### src/rtl/weight_update.sv
// Sequential backward-pass weight/bias update for one neuron, one element per cycle.
// Define WEIGHT_UPDATE_SAT_EN to saturate results instead of wrapping them.
`ifndef N
`define N 4
`endif
`ifndef DATA_WIDTH
`define DATA_WIDTH 8
`endif

module weight_update_lane #(
    parameter int DATA_WIDTH = 8,
    parameter int ACC_WIDTH  = 18,
    parameter int LR_SHIFT   = 4
) (
    input  logic signed [ACC_WIDTH-1:0]  delta,
    input  logic signed [DATA_WIDTH-1:0] x,
    input  logic signed [DATA_WIDTH-1:0] w,
    output logic        [DATA_WIDTH-1:0] y
);
    localparam int GW = ACC_WIDTH + DATA_WIDTH;
    localparam int DW = GW + 1;

    logic signed [GW-1:0] d_ext, x_ext, grad, step;
    logic signed [DW-1:0] diff;

    assign d_ext = GW'(delta);
    assign x_ext = GW'(x);
    assign grad  = d_ext * x_ext;
    assign step  = grad >>> LR_SHIFT;
    assign diff  = DW'(w) - DW'(step);

`ifdef WEIGHT_UPDATE_SAT_EN
    // In range only when every bit above the result sign matches it.
    logic ovf;
    assign ovf = !((&diff[DW-1:DATA_WIDTH-1]) || !(|diff[DW-1:DATA_WIDTH-1]));
    always_comb begin
        y = diff[DATA_WIDTH-1:0];
        if (ovf)
            y = diff[DW-1] ? {1'b1, {(DATA_WIDTH-1){1'b0}}} : {1'b0, {(DATA_WIDTH-1){1'b1}}};
    end
`else
    logic unused_hi;
    assign unused_hi = ^diff[DW-1:DATA_WIDTH];
    assign y = diff[DATA_WIDTH-1:0];
`endif
endmodule

module weight_update #(
    parameter int N          = `N,
    parameter int DATA_WIDTH = `DATA_WIDTH,
    parameter int ACC_WIDTH  = DATA_WIDTH*2 + $clog2(N),
    parameter int LR_SHIFT   = 4
) (
    input  logic                      clk,
    input  logic                      rst_n,
    input  logic                      in_valid,
    output logic                      in_ready,
    input  logic [N*DATA_WIDTH-1:0]   x,
    input  logic [N*DATA_WIDTH-1:0]   w,
    input  logic [DATA_WIDTH-1:0]     b,
    input  logic [ACC_WIDTH-1:0]      delta,
    output logic                      out_valid,
    input  logic                      out_ready,
    output logic [N*DATA_WIDTH-1:0]   w_new,
    output logic [DATA_WIDTH-1:0]     b_new,
    output logic                      busy
);
    localparam int IW = (N > 1) ? $clog2(N) : 1;

    typedef enum logic [1:0] {IDLE, UPDATE, BIAS, DONE} state_t;
    state_t state, state_nx;

    logic [N-1:0][DATA_WIDTH-1:0] x_q, w_q, w_new_q;
    logic [DATA_WIDTH-1:0]        b_q, b_new_q;
    logic [ACC_WIDTH-1:0]         d_q;
    logic [IW-1:0]                idx;
    logic                         last;

    logic [DATA_WIDTH-1:0] op_x, op_w, lane_y;

    assign last = (idx == IW'(N-1));

    always_ff @(posedge clk or negedge rst_n) begin
        if (!rst_n) state <= IDLE;
        else        state <= state_nx;
    end

    always_comb begin
        state_nx = state;
        case (state)
            IDLE:   if (in_valid)  state_nx = UPDATE;
            UPDATE: if (last)      state_nx = BIAS;
            BIAS:                  state_nx = DONE;
            DONE:   if (out_ready) state_nx = IDLE;
            default:               state_nx = IDLE;
        endcase
    end

    always_comb begin
        in_ready  = (state == IDLE);
        out_valid = (state == DONE);
        busy      = (state != IDLE);
    end

    // The bias step is the weight step with x = 1, so one lane serves both.
    always_comb begin
        op_x = x_q[idx];
        op_w = w_q[idx];
        if (state == BIAS) begin
            op_x = DATA_WIDTH'(1);
            op_w = b_q;
        end
    end

    weight_update_lane #(
        .DATA_WIDTH(DATA_WIDTH), .ACC_WIDTH(ACC_WIDTH), .LR_SHIFT(LR_SHIFT)
    ) u_lane (
        .delta (d_q),
        .x     (op_x),
        .w     (op_w),
        .y     (lane_y)
    );

    always_ff @(posedge clk or negedge rst_n) begin
        if (!rst_n) begin
            x_q     <= '0;
            w_q     <= '0;
            b_q     <= '0;
            d_q     <= '0;
            idx     <= '0;
            w_new_q <= '0;
            b_new_q <= '0;
        end else begin
            case (state)
                IDLE: if (in_valid) begin
                    x_q <= x;
                    w_q <= w;
                    b_q <= b;
                    d_q <= delta;
                    idx <= '0;
                end
                UPDATE: begin
                    w_new_q[idx] <= lane_y;
                    if (!last) idx <= idx + IW'(1);
                end
                BIAS:    b_new_q <= lane_y;
                default: ;
            endcase
        end
    end

    assign w_new = w_new_q;
    assign b_new = b_new_q;
endmodule

### config.mk
export PLATFORM = sky130hd
export DESIGN_NAME = weight_update
export DESIGN_NICKNAME = d
export VERILOG_FILES = /design/src/rtl/weight_update.sv
export SDC_FILE = /design/constraint.sdc
export NUM_CORES = 1
export LEC_CHECK = 0
export CORE_MARGIN = 8
export CORE_UTILIZATION = 41
export CTS_CLUSTER_DIAMETER = 50
export DETAILED_ROUTE_END_ITERATION = 10
export GPL_ROUTABILITY_DRIVEN = 0
export GPL_TIMING_DRIVEN = 1
export PLACE_DENSITY = 0.76
export SLEW_MARGIN = 20
export SYNTH_ARGS = -nofsm -noshare
export SYNTH_HDL_FRONTEND = slang
export SYNTH_SLANG_ARGS = --single-unit
### constraint.sdc
create_clock -name clk -period 7.9 [get_ports clk]
set_input_delay 1.185 -clock clk [delete_from_list [all_inputs] [get_ports clk]]
set_output_delay 1.185 -clock clk [all_outputs]
set_load 0.01 [all_outputs]
==> metrics.yaml <==
wl_um: 16500
maxCapViolations: 0
grt_antenna_before_repair: 0
die_height_um: 152
cp-end-kind: "flip-flop"
worst_slack_ps: 1160
crit_required_ps: 8260
dp_hpwl_um: 12300
grt_use_met2_pct: 24.0
overflow: 0
start_util_pct: 41.9
tritoncts: "done"
grt_max_degree: 85
grt_busiest_layer: "met2"
netlist_instances: 602
hp-class: "flip-flop to flip-flop"
final.fill_count: 1497
slowest_delay_ps: 590
path_cells: "buf_4, mux4_2, nor2_1, nor2b_1, ha_1, fa_1, inv_1, fa_1, fa_1, inv_1, ha_1, nor2b_1, o21ai_0, nand2b_1, a21o_1, a21oi_1, xor2_1, ha_1, o21a_1, o2bb2ai_1, xnor3_2, xor2_1, mux2_2"
path_max_fanout: 13
grt_pass1_vias: 5305
io_pins: 137
first_pass_iters: 4
wire_per_inst_um: 16.9
met3_usage_pct: 4.65
n_antenna_cell: 0
track_usage_pct: 14.8
ctsHoldBuffers: 0
ys_seq_area_share_pct: 42.2
drive_above_1_share_pct: 23.2
clk_pin_slew_ps: 60
critical_path_class: "flip-flop to flip-flop"
drt-initial-drc-count: 177
syn_nets: 774
drc: 0
cts_made_buffers: 17
timing.final.crit_share_pct: 85.3
status: "complete, no violations"
viasPerCell: 4.98
core_um2: 18100
postCtsSetupBuffers: 0
use_met1_pct: 18.6
arrival_ps: 7100
startpoint_type: "flip-flop"
layout_commonest_cell: "clkdlybuf4s50_1"
num_rows: 49
dp_slack_ps: 1120
rrSetupSlack_ps: 1160
min_from: "w_new[2]$_DFFE_PN0P_"
cts_resized: 0
finClkSkew_ps: 6.80
die_x_um: 152
ys.flop_type: "dfrtp_1"
grt_pass1_wl_um: 27600
avgSynthCellArea_um2: 12.6
tns_ps: 0
min_period_ps: 6740
async_flop_share_pct: 100
cts_max_path_buffers: 2
r2r_start: "idx[0]$_DFFE_PN0P_"
layout_common_cells: "129 x clkdlybuf4s50_1, 128 x dfrtp_1, 121 x mux2_2, 69 x inv_1, 43 x nand2_1"
portBuffers: 130
vias: 4872
insertion_delay_ps: 420
report.final.slew_viol_count: 0
cp_top_family: "adder cells"
setup_viol_count_final: 0
yosysWarnings: 0
ys_ff_latch: 128
worstMarginPinSlew_ps: 1100
ant_nets: 0
final_util_pct: 53.5
area_growth_pct: 27.6
dieArea_um2: 23100
rr_worst_depth: 23
grt_setup_unrepaired: "no"
hold_end: "w_new[2]$_DFFE_PN0P_"
synth.distinct_cells: 38
min_path_cells: 2
clkSinkCount: 128
htree_levels: 4
slew_headroom_pct: 26.4
synth_edf_count: 0
syn_area_um2: 7580
reg2reg_to: "w_new[7]$_DFFE_PN0P_"
crit_slowest_cell: "mux4_2"
hold_viol_final: 0
crit_buf_inv: 3
fmax_ghz: 0.148
final_nets: 909
clockRootBuffer: "clkbuf_16"
-- worst reg2reg max path: stages, from the launching register on --
cell       delay [ps]
dfrtp_1           340
buf_4             260
mux4_2            600
nor2_1            540
nor2b_1           120
ha_1              330
fa_1              510
inv_1              50
fa_1              460
fa_1              550
inv_1              40
ha_1              320
nor2b_1           140
o21ai_0           140
nand2b_1          110
a21o_1            180
a21oi_1           160
xor2_1            170
ha_1              270
o21a_1            120
o2bb2ai_1         220
xnor3_2           390
xor2_1            430
mux2_2            240
-- state kept, by name, indices dropped and copies added (netlist names) --
| register | count |
|---|---|
| w_new | 32 |
| w_q | 32 |
| x_q | 32 |
| d_q | 12 |
| b_new | 8 |
| b_q | 8 |
| idx | 2 |
| state | 2 |
-- cells by family (layout without fill, tap and decap cells) --
group / after synthesis / count (layout) / share of synthesized area, %
mux: 139 / 139 / 23.3
flops: 128 / 128 / 42.2
simple gates: 107 / 107 / 7.06
buf+inv: 88 / 236 / 4.57
fa+ha+maj: 78 / 78 / 16.5
compound gates: 38 / 38 / 3.15
xor+xnor: 24 / 24 / 3.15
-- worst max path at each step --
stage                       startpoint               endpoint  slack (ps)  cells past startpoint
global route        idx[0]$_DFFE_PN0P_   w_new[7]$_DFFE_PN0P_         760                     23
floorplan           idx[0]$_DFFE_PN0P_  w_new[15]$_DFFE_PN0P_        1400                     24
global placement    idx[0]$_DFFE_PN0P_  w_new[23]$_DFFE_PN0P_        1210                     23
detailed placement  idx[0]$_DFFE_PN0P_   w_new[7]$_DFFE_PN0P_        1120                     23
CTS                 idx[0]$_DFFE_PN0P_  w_new[31]$_DFFE_PN0P_        1110                     23
finish              idx[0]$_DFFE_PN0P_   w_new[7]$_DFFE_PN0P_        1160                     23
-- synthesized netlist by cell type, types with 4 or more instances --
master	n	share of area [%]
a21oi_1	5	0.33
and2_1	24	2.0
buf_1	4	0.20
clkbuf_1	12	0.59
dfrtp_1	128	42
fa_1	37	9.8
ha_1	41	6.8
inv_1	69	3.4
mux2_2	121	18
mux4_1	6	2.1
mux4_2	10	3.0
nand2_1	44	2.2
nor2_1	9	0.45
nor2b_1	18	1.5
o21ai_0	17	1.1
xnor2_1	14	1.6
xor2_1	8	0.92
-- layout make-up --
cell class	count	area, um^2	area share [%]
Tap cell	229	287	2.96
Timing Repair Buffer	135	1340	13.8
Clock buffer	21	470	4.86
Sequential cell	128	3200	33.1
Inverter	69	259	2.68
Clock inverter	11	81.3	0.840
Multi-Input combinational cell	386	4040	41.8
-- per-stage QoR --
stage / area [um^2] / cells / hold slack, ps
finish: 9680 / 979 / 479
global route: 9680 / 979 / 510
CTS: 9680 / 979 / 484
global placement: 9130 / 947 / 462
detailed placement: 9130 / 947 / 471
floorplan: 7580 / 602 / 470
-- routing by layer --
metal | vias up | part of all wire, %
met3 | 20 | 5.0
met1 | 2466 | 45
met2 | 102 | 49
li1 | 2284 | -
met4 | 0 | 1.5
met5 | - | 0
Power is left out: the tool's default activity adds up to more than one toggle a clock period on the data nets, which glitch-free logic cannot reach.
